### src/rtl/fb_arb_pkg.sv
// Shared types for the frame-buffer read arbiter: default widths, the owner tags
// carried by the read pipe, and the aux-side FSM states.
package fb_arb_pkg;

    localparam int ADDR_W_DEF = 17;
    localparam int DATA_W_DEF = 12;

    typedef enum logic [1:0] {
        TAG_NONE = 2'd0,
        TAG_DISP = 2'd1,
        TAG_AUX  = 2'd2
    } owner_t;

    typedef enum logic {
        ST_IDLE = 1'b0,
        ST_WAIT = 1'b1
    } arb_state_t;

    function automatic logic [7:0] sat_inc8(input logic [7:0] v);
        return (v == 8'hFF) ? v : v + 8'd1;
    endfunction

endpackage

### src/rtl/fb_read_arbiter_if.sv
// Bundle of the display, aux and frame-buffer port-B signals around the read arbiter.
// The slave modport is the arbiter's view; master is the requesters plus memory.
interface fb_read_arbiter_if
    import fb_arb_pkg::*;
#(
    parameter int ADDR_W = ADDR_W_DEF,
    parameter int DATA_W = DATA_W_DEF
);

    logic              disp_req;
    logic [ADDR_W-1:0] disp_addr;
    logic [DATA_W-1:0] disp_data;
    logic              disp_valid;

    logic              aux_req;
    logic [ADDR_W-1:0] aux_addr;
    logic              aux_gnt;
    logic [DATA_W-1:0] aux_data;
    logic              aux_valid;
    logic              aux_starved;

    logic [ADDR_W-1:0] fb_addr;
    logic [DATA_W-1:0] fb_dout;

    modport slave (
        input  disp_req, disp_addr, aux_req, aux_addr, fb_dout,
        output disp_data, disp_valid, aux_gnt, aux_data, aux_valid, aux_starved, fb_addr
    );

    modport master (
        output disp_req, disp_addr, aux_req, aux_addr, fb_dout,
        input  disp_data, disp_valid, aux_gnt, aux_data, aux_valid, aux_starved, fb_addr
    );

endinterface

### src/rtl/fb_arb_tag_pipe.sv
// Shift register of owner tags that tracks each issued read until its data returns.
// Synchronous clear drops every in-flight tag.
module fb_arb_tag_pipe
    import fb_arb_pkg::*;
#(
    parameter int DEPTH = 2
) (
    input  logic   clk,
    input  logic   rst,
    input  owner_t tag_in,
    output owner_t tag_out
);

    owner_t pipe [DEPTH];

    always_ff @(posedge clk) begin
        if (rst) begin
            for (int i = 0; i < DEPTH; i++) begin
                pipe[i] <= TAG_NONE;
            end
        end else begin
            pipe[0] <= tag_in;
            for (int i = 1; i < DEPTH; i++) begin
                pipe[i] <= pipe[i-1];
            end
        end
    end

    assign tag_out = pipe[DEPTH-1];

endmodule

### src/rtl/fb_read_arbiter.sv
// Frame-buffer port-B read arbiter: display has absolute priority, aux gets idle cycles.
// Optional statistics counters are built when FB_ARB_STATS_EN is defined.
module fb_read_arbiter
    import fb_arb_pkg::*;
#(
    parameter int ADDR_W     = ADDR_W_DEF,
    parameter int DATA_W     = DATA_W_DEF,
    parameter int RD_LAT     = 1,
    parameter int STARVE_MAX = 8
) (
    input  logic        pclk,
    input  logic        rst,
`ifdef FB_ARB_STATS_EN
    input  logic        stat_clr,
    output logic [15:0] stat_aux_grants,
    output logic [7:0]  stat_max_wait,
`endif
    fb_read_arbiter_if.slave bus
);

    localparam logic [7:0] STARVE_LIM = 8'(STARVE_MAX);

    arb_state_t        state, state_next;
    logic [7:0]        wait_cnt, wait_cnt_next, wait_inc;
    logic              starved_q, starved_next;
    logic              disp_take, aux_take;
    logic [ADDR_W-1:0] fb_addr_q;
    logic [DATA_W-1:0] disp_data_q, aux_data_q;
    logic              disp_valid_q, aux_valid_q;
    owner_t            tag_in, tag_out;

    assign wait_inc = sat_inc8(wait_cnt);

    // Aux-side FSM: a blocked aux request waits in ST_WAIT until display goes idle
    always_comb begin
        state_next    = state;
        wait_cnt_next = wait_cnt;
        starved_next  = starved_q;
        aux_take      = 1'b0;
        disp_take     = bus.disp_req;
        case (state)
            ST_IDLE: begin
                if (bus.aux_req) begin
                    if (!bus.disp_req) begin
                        aux_take      = 1'b1;
                        starved_next  = 1'b0;
                        wait_cnt_next = 8'd0;
                    end else begin
                        state_next    = ST_WAIT;
                        wait_cnt_next = 8'd1;
                        if (8'd1 >= STARVE_LIM) begin
                            starved_next = 1'b1;
                        end
                    end
                end
            end
            ST_WAIT: begin
                if (!bus.aux_req) begin
                    state_next    = ST_IDLE;
                    wait_cnt_next = 8'd0;
                end else if (!bus.disp_req) begin
                    aux_take      = 1'b1;
                    starved_next  = 1'b0;
                    wait_cnt_next = 8'd0;
                    state_next    = ST_IDLE;
                end else begin
                    wait_cnt_next = wait_inc;
                    if (wait_inc >= STARVE_LIM) begin
                        starved_next = 1'b1;
                    end
                end
            end
            default: begin
                state_next    = ST_IDLE;
                wait_cnt_next = 8'd0;
            end
        endcase
    end

    assign bus.aux_gnt = aux_take && !rst;

    always_comb begin
        tag_in = TAG_NONE;
        if (disp_take) begin
            tag_in = TAG_DISP;
        end else if (aux_take) begin
            tag_in = TAG_AUX;
        end
    end

    // Address register to port B holds when nothing is accepted
    always_ff @(posedge pclk) begin
        if (rst) begin
            state     <= ST_IDLE;
            wait_cnt  <= 8'd0;
            starved_q <= 1'b0;
            fb_addr_q <= '0;
        end else begin
            state     <= state_next;
            wait_cnt  <= wait_cnt_next;
            starved_q <= starved_next;
            if (disp_take) begin
                fb_addr_q <= bus.disp_addr;
            end else if (aux_take) begin
                fb_addr_q <= bus.aux_addr;
            end
        end
    end

    fb_arb_tag_pipe #(
        .DEPTH(RD_LAT + 1)
    ) u_tag_pipe (
        .clk    (pclk),
        .rst    (rst),
        .tag_in (tag_in),
        .tag_out(tag_out)
    );

    // Returned data is steered by the tag that matured alongside it
    always_ff @(posedge pclk) begin
        if (rst) begin
            disp_data_q  <= '0;
            aux_data_q   <= '0;
            disp_valid_q <= 1'b0;
            aux_valid_q  <= 1'b0;
        end else begin
            disp_valid_q <= (tag_out == TAG_DISP);
            aux_valid_q  <= (tag_out == TAG_AUX);
            if (tag_out == TAG_DISP) begin
                disp_data_q <= bus.fb_dout;
            end
            if (tag_out == TAG_AUX) begin
                aux_data_q <= bus.fb_dout;
            end
        end
    end

    assign bus.fb_addr     = fb_addr_q;
    assign bus.disp_data   = disp_data_q;
    assign bus.disp_valid  = disp_valid_q;
    assign bus.aux_data    = aux_data_q;
    assign bus.aux_valid   = aux_valid_q;
    assign bus.aux_starved = starved_q;

`ifdef FB_ARB_STATS_EN
    logic [15:0] grants_q;
    logic [7:0]  max_wait_q;

    always_ff @(posedge pclk) begin
        if (rst || stat_clr) begin
            grants_q   <= 16'd0;
            max_wait_q <= 8'd0;
        end else if (aux_take) begin
            if (grants_q != 16'hFFFF) begin
                grants_q <= grants_q + 16'd1;
            end
            if (wait_cnt > max_wait_q) begin
                max_wait_q <= wait_cnt;
            end
        end
    end

    assign stat_aux_grants = grants_q;
    assign stat_max_wait   = max_wait_q;
`endif

endmodule

### src/flat_wrapper.sv
// flat-port wrapper written by rule: the top's interface ports become plain ports
module fb_read_arbiter_flat import fb_arb_pkg::*;
#(
    parameter int ADDR_W     = ADDR_W_DEF,
    parameter int DATA_W     = DATA_W_DEF,
    parameter int RD_LAT     = 1,
    parameter int STARVE_MAX = 8
)
  (pclk, rst, bus_disp_req, bus_disp_addr, bus_aux_req, bus_aux_addr, bus_fb_dout, bus_disp_data, bus_disp_valid, bus_aux_gnt, bus_aux_data, bus_aux_valid, bus_aux_starved, bus_fb_addr);
  fb_read_arbiter_if #(.ADDR_W(ADDR_W), .DATA_W(DATA_W)) bus_i ();
  input  logic pclk;
  input  logic rst;
  input wire logic [$bits(bus_i.disp_req)-1:0] bus_disp_req;
  input wire logic [$bits(bus_i.disp_addr)-1:0] bus_disp_addr;
  input wire logic [$bits(bus_i.aux_req)-1:0] bus_aux_req;
  input wire logic [$bits(bus_i.aux_addr)-1:0] bus_aux_addr;
  input wire logic [$bits(bus_i.fb_dout)-1:0] bus_fb_dout;
  output wire logic [$bits(bus_i.disp_data)-1:0] bus_disp_data;
  output wire logic [$bits(bus_i.disp_valid)-1:0] bus_disp_valid;
  output wire logic [$bits(bus_i.aux_gnt)-1:0] bus_aux_gnt;
  output wire logic [$bits(bus_i.aux_data)-1:0] bus_aux_data;
  output wire logic [$bits(bus_i.aux_valid)-1:0] bus_aux_valid;
  output wire logic [$bits(bus_i.aux_starved)-1:0] bus_aux_starved;
  output wire logic [$bits(bus_i.fb_addr)-1:0] bus_fb_addr;
  assign bus_i.disp_req = bus_disp_req;
  assign bus_i.disp_addr = bus_disp_addr;
  assign bus_i.aux_req = bus_aux_req;
  assign bus_i.aux_addr = bus_aux_addr;
  assign bus_i.fb_dout = bus_fb_dout;
  assign bus_disp_data = bus_i.disp_data;
  assign bus_disp_valid = bus_i.disp_valid;
  assign bus_aux_gnt = bus_i.aux_gnt;
  assign bus_aux_data = bus_i.aux_data;
  assign bus_aux_valid = bus_i.aux_valid;
  assign bus_aux_starved = bus_i.aux_starved;
  assign bus_fb_addr = bus_i.fb_addr;
  fb_read_arbiter #(.ADDR_W(ADDR_W), .DATA_W(DATA_W), .RD_LAT(RD_LAT), .STARVE_MAX(STARVE_MAX)) u_core (.pclk(pclk), .rst(rst), .bus(bus_i));
endmodule
### config.mk
export PLATFORM = sky130hd
export DESIGN_NAME = fb_read_arbiter_flat
export DESIGN_NICKNAME = d
export VERILOG_FILES = /design/src/rtl/fb_arb_pkg.sv /design/src/rtl/fb_read_arbiter_if.sv /design/src/rtl/fb_arb_tag_pipe.sv /design/src/rtl/fb_read_arbiter.sv /design/src/flat_wrapper.sv
export SDC_FILE = /design/constraint.sdc
export NUM_CORES = 1
export LEC_CHECK = 0
export CORE_AREA = 2 2 89 65
export DETAILED_ROUTE_END_ITERATION = 12
export DIE_AREA = 0 0 91 67
export GPL_TIMING_DRIVEN = 0
export PLACE_DENSITY = 0.84
export SETUP_SLACK_MARGIN = 0.5
export SLEW_MARGIN = 0
export SYNTH_ARGS = -nofsm -noshare
export SYNTH_HDL_FRONTEND = slang
export SYNTH_HIERARCHICAL = 1
export SYNTH_SLANG_ARGS = --single-unit
### constraint.sdc
create_clock -name pclk -period 3.9 [get_ports pclk]
set_input_delay 1.17 -clock pclk [delete_from_list [all_inputs] [get_ports pclk]]
set_output_delay 1.17 -clock pclk [all_outputs]
set_load 0.005 [all_outputs]
# After elaboration in Yosys (flattened, before gate mapping)

Memories as Yosys holds them, arrays and structs flattened.
Cells that the tools add are included.

Flip-flop bits (word level): 53
RAM bits: 4
Input bits: 50
Output and inout port bits: 45
Logic and storage cells: 51
Memories: 1

Add/sub/neg operators: 1
Order comparisons: 1
Equal/unequal tests: 7
Multiplexer cells: 24
Bitwise operators: 4
Reduce and logical (&&, ||, !) cells: 5

Memories:

| memory                 | words | bits a word | rd ports | clocked after memory_dff | wr ports | line                  | source |
|---|---|---|---|---|---|---|---|
| u_core.u_tag_pipe.pipe | 2     | 2           | 2        | 0                        | 2        | fb_arb_tag_pipe.sv:14 | `owner_t pipe [DEPTH];` |

Operators with widths:

| cell                                                                  | count |
|---|---|
| 17-bit two-way mux                                                    | 2 |
| 8-bit two-way mux                                                     | 4 |
| 8-bit case mux with 2 select lines                                    | 1 |
| 1-bit two-way mux                                                     | 12 |
| 8-bit by 1-bit adder with 8-bit output, second input constant         | 1 |
| 8-bit equality test, second input constant                            | 1 |
| 8-bit by 4-bit >= comparator with 1-bit output, second input constant | 1 |
| 2-bit two-way mux                                                     | 4 |
| 2-bit != test, second input constant                                  | 3 |
| 4-bit AND reduction                                                   | 1 |
| 3-bit != test, second input constant                                  | 1 |
| 2-bit by 1-bit equality test with 1-bit output, second input constant | 1 |
| 2-bit equality test, second input constant                            | 1 |
| 1-bit inverter                                                        | 2 |
| 1-bit bitwise OR                                                      | 2 |
| 1-bit case mux with 2 select lines                                    | 1 |
| 2-bit nonzero test                                                    | 1 |
| 2-bit OR reduction                                                    | 1 |
| 1-bit logical AND                                                     | 1 |
| 1-bit zero test                                                       | 1 |

# Longest topological paths before layout

Gate-level depths: netlist of run 1.

Word-level depth: 7
Depth in mapped cells: 6
Depth with buffers taken out: 5

# Cells and area by module

The synthesis of run 1 kept the hierarchy.

Modules (own cells, without submodules):

| module          | times used | cells an instance | area each (µm²) | seq. area each (µm²) |
|---|---|---|---|---|
| fb_read_arbiter | 1          | 278               | 2217.1          | 1061.0 |
| fb_arb_tag_pipe | 1          | 10                | 120.1           | 80.1 |

# Worst setup path after synthesis of run 1

Ideal clock, no wire load.

Path kind: input to output
Start point: in bus_aux_req
End point: out bus_aux_gnt
Data arrival time: 1.919 ns
Data required time: 2.730 ns
Path slack: 0.811 ns
Cell stages on the path: 4
Cells stage by stage: clkbuf_1 -> buf_2 -> nor2b_1 -> nor2b_1

Longest elaborated chain between the ends: 2

Ends and longest elaborated chain:

| item               | line                                         | source |
|---|---|---|
| start: declaration | flat_wrapper.sv:15                           | `input wire logic [$bits(bus_i.aux_req)-1:0] bus_aux_req;` |
| 1-bit two-way mux  | fb_read_arbiter.sv:43, fb_read_arbiter.sv:58 |  |
| 1-bit logical AND  | fb_read_arbiter.sv:80                        | `assign bus.aux_gnt = aux_take && !rst;` |
| end: declaration   | flat_wrapper.sv:20                           | `output wire logic [$bits(bus_i.aux_gnt)-1:0] bus_aux_gnt;` |

Every way passes these cells.

# Final worst setup path of run 1

Start point: in bus_disp_req
End point: out bus_aux_gnt

Longest elaborated chain between the ends: 3

Ends and longest elaborated chain:

| item               | line                                         | source |
|---|---|---|
| start: declaration | flat_wrapper.sv:13                           | `input wire logic [$bits(bus_i.disp_req)-1:0] bus_disp_req;` |
| 1-bit two-way mux  | fb_read_arbiter.sv:44, fb_read_arbiter.sv:61 |  |
| 1-bit two-way mux  | fb_read_arbiter.sv:43, fb_read_arbiter.sv:58 |  |
| 1-bit logical AND  | fb_read_arbiter.sv:80                        |  |

Every way passes these cells.

==> results of run 1 <==
-- worst max path at each step --
stage	startpoint	cells past startpoint	slack, ps	endpoint
after floorplan	bus_aux_req	4	810	bus_aux_gnt
after global placement	bus_disp_req	5	-70	bus_aux_gnt
after detailed placement	bus_disp_req	5	-60	bus_aux_gnt
after CTS	bus_disp_req	5	570	bus_aux_gnt
after global routing	bus_disp_req	5	500	bus_aux_gnt
final	bus_disp_req	5	580	bus_aux_gnt
-- worst max-delay path, stage by stage --
cell,delay [ps]
dlygate4sd2_1,270
clkbuf_8,180
nor2b_2,150
nor2b_1,150
dlygate4sd2_1,240
-- logic make-up (layout without fill, tap and decap cells) --
logic type	Yosys count	after routing	synth area share
AOI/OAI and AO/OA	67	67	0.160
adders and majority gates	1	1	0.00535
and+or+nand+nor	124	124	0.231
DFF	57	57	0.488
buffers and inverters	22	131	0.0428
muxes	17	17	0.0728
-- through the flow --
| step | cells | hold slack (ps) | worst slack (ps) | cell area, um^2 | setup TNS, ps |
|---|---|---|---|---|---|
| 2_1_floorplan | 288 | 414 | 811 | 2340 | 0 |
| 3_3_place_gp | 453 | 425 | -74.4 | 3360 | -74.4 |
| 3_5_place_dp | 453 | 420 | -59.3 | 3360 | -59.3 |
| 4_1_cts | 469 | 431 | 571 | 3590 | 0 |
| 5_1_grt | 469 | 455 | 504 | 3590 | 0 |
| 6_report | 469 | 432 | 576 | 3590 | 0 |
-- layout make-up --
class / instances / area [um^2] / share of cell area
Sequential cell: 57 / 1140 / 0.318
Multi-Input combinational cell: 209 / 1100 / 0.306
Timing Repair Buffer: 93 / 927 / 0.258
Clock buffer: 10 / 128 / 0.0355
Buffer: 21 / 123 / 0.0341
Tap cell: 72 / 90.1 / 0.0251
Clock inverter: 6 / 82.6 / 0.0230
Inverter: 1 / 3.75 / 0.00104
-- power breakdown --
part / total [mW] / switching, mW / internal [mW] / leakage, nW
clock: 0.596 / 0.240 / 0.356 / 0.106
sequential: 0.615 / 0.0112 / 0.604 / 0.465
combinational: 0.174 / 0.0708 / 0.103 / 0.783
total: 1.38 / 0.322 / 1.06 / 1.35
-- Yosys cell counts (2+ instances only) --
cell      count  area share
a21oi_1      53        0.11
a31oi_1       2      0.0054
and3_1        2      0.0054
buf_2         2      0.0043
buf_4         2      0.0064
clkbuf_1     16       0.026
dfxtp_1      57        0.49
mux2i_1      17       0.073
nand2_1      50       0.080
nand2b_1      2      0.0054
nand3_1       5       0.011
nand4_1       2      0.0054
nor2_1       41       0.066
nor2b_1       8       0.021
nor3_1        9       0.019
o21ai_0       2      0.0043
-- flip-flops by register name, indices dropped and copies added, names as in the netlist --
register                flops
u_core/bus.disp_valid       1
u_core/bus.disp_data       12
u_core/state                1
u_core/u_tag_pipe/pipe      4
u_core/bus.aux_data        12
u_core/bus.aux_starved      1
u_core/wait_cnt             8
u_core/bus.fb_addr         17
u_core/bus.aux_valid        1
-- metal layers --
| layer | part of all wire | global-route usage |
|---|---|---|
| met5 | 0 | 0 |
| met4 | 0.0097 | 0.0777 |
| met3 | 0.092 | 0.113 |
| met2 | 0.46 | 0.378 |
| met1 | 0.43 | 0.260 |
-- what timing repair did --
action,CTS,global route
setup endpoints to repair,1,0
resized for setup,12,0
hold endpoints to repair,0,0
==> summary.txt, run 1 <==
Critical path
  • Crit path kind: primary input to output port
  • Worst reg2reg path depth: 5
  • Worst path required time: 2730 ps
  • Worst EP arrival: 2150 ps
  • Type of origin of the critical path: primary input
  • Reg-to-Reg End: u_core/wait_cnt[5]
  • Crit-path max FO: 10
  • Nature of the critical path endpoint: output port
  • R2R setup slack: 2170 ps
  • Crit Reg-Reg Startpoint: u_core/wait_cnt[0]

Floorplan
  • Die W: 91 um
  • Initial Utilization: 0.452
  • Die Y: 67 um
  • Core ar.: 5170 um^2
  • Ports: 95
  • Die footprint: 6100 um^2
  • Cell row count: 22

Logic synthesis
  • Top FF cell, synth: dfxtp_1
  • Mapped cell area: ~2300 um^2
  • Synthesized area per cell: 8.12 um^2
  • FFs w/ async S/R, synth: 0
  • Syn Nets: between 300 and 400
  • Synth Register Bits: 57
  • Register area share after synthesis: 0.488
  • Synth unique cells: 34
  • Yosys warning count: 6
  • Cells after Synth: 288
  • Post-synth EDFFs: 0

Detailed routing
  • TritonRoute pass-1 iters: 4
  • Via Count: 2383
  • DRT iter0 DRCs: roughly 150
  • Vias/cell: between 5 and 6
  • WL final: around 6700 um
  • Routed wire length per instance: 14.3 um
  • DRC: 0
  • Final ANT Viol Nets: 0

GRT
  • GRT Total Usage: 0.229
  • First-pass GRT wire length: ~11000 um
  • Initial antenna violation count: 0
  • Number of global-route vias before repair: 2359
  • Grt total ovfl: 0
  • Largest net degree at the start of global routing: 11

Clock tree
  • CTS tree: built
  • Post-CTS Hold Buffers: 0
  • H-tree levels: 3
  • Clk buf depth: 2
  • Clk slew on worst S/H paths: 60 ps
  • Num CTS Buffers: 9
  • Clk sinks: 57
  • Post-CTS setup buffers: 0
  • Clock Root Buffer: clkbuf_8
  • Worst-Skew Late Latency: 340 ps

Worst hold path
  • Hold path cells: 1
  • Worst Hold Class: register to register
  • Hold EP: u_core/u_tag_pipe/pipe[0][3]
  • Min-delay src: u_core/u_tag_pipe/pipe[0][1]

Final layout
  • Final Core Density: 0.694
  • Fillers: roughly 430
  • Share of layout cells above drive strength 1: 0.0705
  • Commonest non-fill, non-tap cell in the layout: clkdlybuf4s50_1
  • Antenna diodes: 0
  • Commonest cells after routing, fill and taps aside: clkdlybuf4s50_1, dfxtp_1, a21oi_1, nand2_1, nor2_1
  • Final #Nets: 443
  • Synthesis-to-finish area growth: 53.7%

Timing
  • Clock Skew: 7.72 ps
  • Worst slew pin tran: 599 ps
  • Period Utilization, post-route: 0.852
  • RSZ-0062 raised after global routing: false
  • Finish-stage setup viols: 0
  • Final Hold Vio Count: 0
  • Slew headroom: 0.599
  • Fmax: between 300 and 400 MHz
  • Final Max Tran Viols: 0
  • Period minus WS final: approximately 3300 ps

Placement
  • Final Wtd Congestion: 0.858
  • Dpl hpwl: 4680 um
  • Port-buffer cells: 93

Flow run
  • Max-cap viol count: 0

Pwr
  • Worst VDD drop: 0.264 mV
  • Leakage: 1.35 nW
  • Total power: between 1 and 1.5 mW
  • Power per Cell Area: 385 nW/um^2

Outcome
  • Outcome: completed
Note: power is estimated with default switching activity, not from simulation.
==> run 2: changes to the inputs <==
CTS_CLUSTER_DIAMETER = 30   (was unset)
==> results of run 2 <==
Same layout as run 1: the final DEF is identical, and so are final timing and power.
==> run 3: changes to the inputs <==
ABC_AREA = 1   (was unset)
CAP_MARGIN = 5   (was unset)
==> summary.txt, run 3 <==
Outcome
  • Outcome: completed

Logic synthesis
  • Top cells by area, synth: dfxtp_1, nand2_1, nor2_1
  • Top FF cell, synth: dfxtp_1
  • Cells after Synth: 335 (+16%)
  • Most common library cells after synthesis: nand2_1, nor2_1, dfxtp_1
  • Register area share after synthesis: 0.483 (-0.00568)
  • Count leader, synth: nand2_1
  • Area leader, netlist: dfxtp_1
  • Synthesized area per cell: 7.06 um^2 (-13%)
  • Syn Nets: 386 (+14%)
  • FFs w/ async S/R, synth: 0 (unchanged)
  • Top-area cell type share of the netlist area: 0.483 (-0.00568)
  • Synth Register Bits: 57 (unchanged)
  • Yosys warning count: 6 (unchanged)
  • Synth unique cells: 22 (-35%)
  • Mapped cell area: 2360 um^2 (+1.2%)
  • Post-synth EDFFs: 0 (unchanged)

Floorplan
  • Core ar.: 5170 um^2 (unchanged)
  • Ports: 95 (unchanged)
  • Cell row count: 22 (unchanged)
  • Initial Utilization: 0.457 (+0.00532)
  • Die footprint: 6100 um^2 (unchanged)
  • Die Y: 67 um (unchanged)
  • Die W: 91 um (unchanged)

Final layout
  • Commonest cells after routing, fill and taps aside: clkdlybuf4s50_1, nand2_1, nor2_1, dfxtp_1, inv_1
  • Max reg flops: 17 (unchanged)
  • Share of layout cells above drive strength 1: 0.0828 (+0.0122)
  • Final Core Density: 0.706 (+0.0111)
  • Commonest non-fill, non-tap cell in the layout: clkdlybuf4s50_1
  • Synthesis-to-finish area growth: 54.4%
  • Fillers: 431 (+0.70%)
  • Final #Nets: 493 (+11%)

Clock tree
  • Post-CTS Hold Buffers: 0 (unchanged)
  • Worst-Skew Late Latency: 320 ps (-20 ps)
  • Clk slew on worst S/H paths: 60 ps (about the same)
  • Clk sinks: 57 (unchanged)
  • H-tree levels: 3 (unchanged)
  • Num CTS Buffers: 9 (unchanged)
  • Clock Root Buffer: clkbuf_8
  • CTS tree: built
  • Clk buf depth: 2 (unchanged)

Pwr
  • Total power: 1.41 mW (+1.9%)
  • Worst VDD drop: 0.242 mV (-8.3%)
  • Clock share of power: 0.428 (-0.002)
  • Sw Ratio: 0.226 (-0.00663)
  • Switching power total: 319 uW (-0.97%)
  • Power per Cell Area: 387 nW/um^2 (+0.33%)
  • Leakage: 1.62 nW (+20%)
  • Sequential power share: 0.440 (-0.004)
  • Combinational share of power: 0.132 (+0.006)
  • Internal Power: 1.09 mW (+2.8%)

GRT
  • Grt total ovfl: 0 (unchanged)
  • First-pass GRT wire length: 10800 um (-0.25%)
  • GRT Total Usage: 0.227 (-0.00129)
  • Initial antenna violation count: 1 (+1)
  • Number of global-route vias before repair: 2396 (+1.6%)
  • Largest net degree at the start of global routing: 11 (unchanged)

Timing
  • Final Hold Vio Count: 0 (unchanged)
  • Slew headroom: 0.644 (+0.0450)
  • Period Utilization, post-route: 0.845 (-0.00690)
  • Final Max Tran Viols: 0 (unchanged)
  • Period minus WS final: 3300 ps (-26.9 ps)
  • Fmax: 303 MHz (+0.82%)
  • Worst slew pin tran: 532 ps (-67.3 ps)
  • Clock Skew: 7.47 ps (-0.255 ps)
  • Finish-stage setup viols: 0 (unchanged)
  • RSZ-0062 raised after global routing: false

Detailed routing
  • Via Count: 2462 (+3.3%)
  • Vias/cell: 4.73 (-6.8%)
  • DRT iter0 DRCs: 103 (-30%)
  • Final ANT Viol Nets: 0 (unchanged)
  • WL final: 6760 um (+0.69%)
  • TritonRoute pass-1 iters: 4 (unchanged)
  • DRC: 0 (unchanged)
  • Routed wire length per instance: 13.0 um (-9.2%)

Placement
  • Dpl hpwl: 4950 um (+5.8%)
  • Port-buffer cells: 94 (+1.1%)
  • Final Wtd Congestion: 0.802 (-6.5%)

Critical path
  • Crit path cell chain: dlygate4sd2_1 > buf_6 > nor2_4 > buf_6 > inv_1 > nor2_1 > clkdlybuf4s15_2
  • Worst path max stage delay: 250 ps (-20 ps)
  • Worst path required time: 2730 ps (about the same)
  • Family with the most delay on the worst path: buffers and inverters
  • Worst Path Buf+Inv: 5 (+2)
  • Crit-path max FO: 5 (-5)
  • Worst path most repeated cell: buf_6
  • Worst EP arrival: 2130 ps (-20 ps)
  • Type of origin of the critical path: primary input
  • Crit path kind: primary input to output port
  • Worst path slowest cell: dlygate4sd2_1
  • Nature of the critical path endpoint: output port

Flow run
  • Max-cap viol count: 0 (unchanged)

Worst hold path
  • Worst Hold Class: register to register
run 3: cell count changes after synthesis, sizes merged, moves of 12 or more:
| cell | previous run | this run |
|---|---|---|
| a21oi | 53 | 11 |
| a22oi | 0 | 12 |
| inv | 1 | 34 |
| mux2i | 17 | 0 |
| nand2 | 50 | 89 |
| nor2 | 41 | 66 |
| o21ai | 3 | 30 |
run 3: power by group through the flow:
stage / Clock, mW / Sequential [mW] / Combinational [mW]
finish: 0.604 / 0.622 / 0.186
floorplan: 0 / 0.635 / 0.0639
global route: 0.646 / 0.624 / 0.204
global placement: 0 / 0.633 / 0.178
CTS: 0.618 / 0.621 / 0.186
detailed placement: 0 / 0.634 / 0.181
run 3: worst paths after layout:
check	start	endpoint	slack (ps)	cells after the start
min reg2reg	u_core/u_tag_pipe/pipe[0][1]	u_core/u_tag_pipe/pipe[0][3]	430	2
min	u_core/u_tag_pipe/pipe[0][1]	u_core/u_tag_pipe/pipe[0][3]	430	2
max reg2reg	u_core/wait_cnt[0]	u_core/bus.aux_starved	2420	9
max	bus_disp_req	bus_aux_gnt	600	7
run 3: logic make-up after synthesis:
| kind of cell | after synthesis | share of synthesized area |
|---|---|---|
| DFF | 57 | 0.483 |
| AOI/OAI and AO/OA | 54 | 0.130 |
| buffers and inverters | 51 | 0.0889 |
| and+or+nand+nor | 172 | 0.294 |
| adders and majority gates | 1 | 0.00529 |
run 3: worst reg2reg max path: stages (launching register included):
cell and delay [ps]:
dfxtp_1 350, ha_1 240, nand3_2 110, inv_2 60, nand2_2 150, nand3_1 130
nor2_1 120, nand3_1 100, nand2_1 90, a21oi_2 50
run 3: layout make-up:
type                            instances  area [um^2]  area share
Antenna cell                            1         2.50    0.000685
Multi-Input combinational cell        227         1010       0.278
Inverter                               35          131      0.0360
Clock buffer                           11          141      0.0387
Sequential cell                        57         1140       0.313
Buffer                                 16         98.8      0.0271
Timing Repair Buffer                   96          953       0.261
Tap cell                               72         90.1      0.0247
Clock inverter                          5         78.8      0.0216
run 3: per-layer routing:
layer  up-vias  GRT usage  wire [um]
met4         0     0.0758         44
met2        92      0.381       3110
met5         -          0          0
met1      1099      0.265       3030
met3         4     0.0962        572
li1       1267          -          -
run 3: timing repair:
| item | in CTS | in global routing |
|---|---|---|
| resized for setup | 12 | 2 |
| buffers inserted | 2 | 0 |
| setup endpoints to repair | 1 | 1 |
| pin swaps | 1 | 0 |
run 3: stage by stage:
stage	hold slack [ps]	cell area [um^2]	setup slack, ps	cells	TNS (ps)
after global placement	393	3400	-308	501	-308
after CTS	411	3650	503	519	0
after floorplan	388	2360	911	335	0
after global routing	429	3650	558	520	0
after detailed placement	398	3400	-359	501	-359
final	428	3650	603	520	0
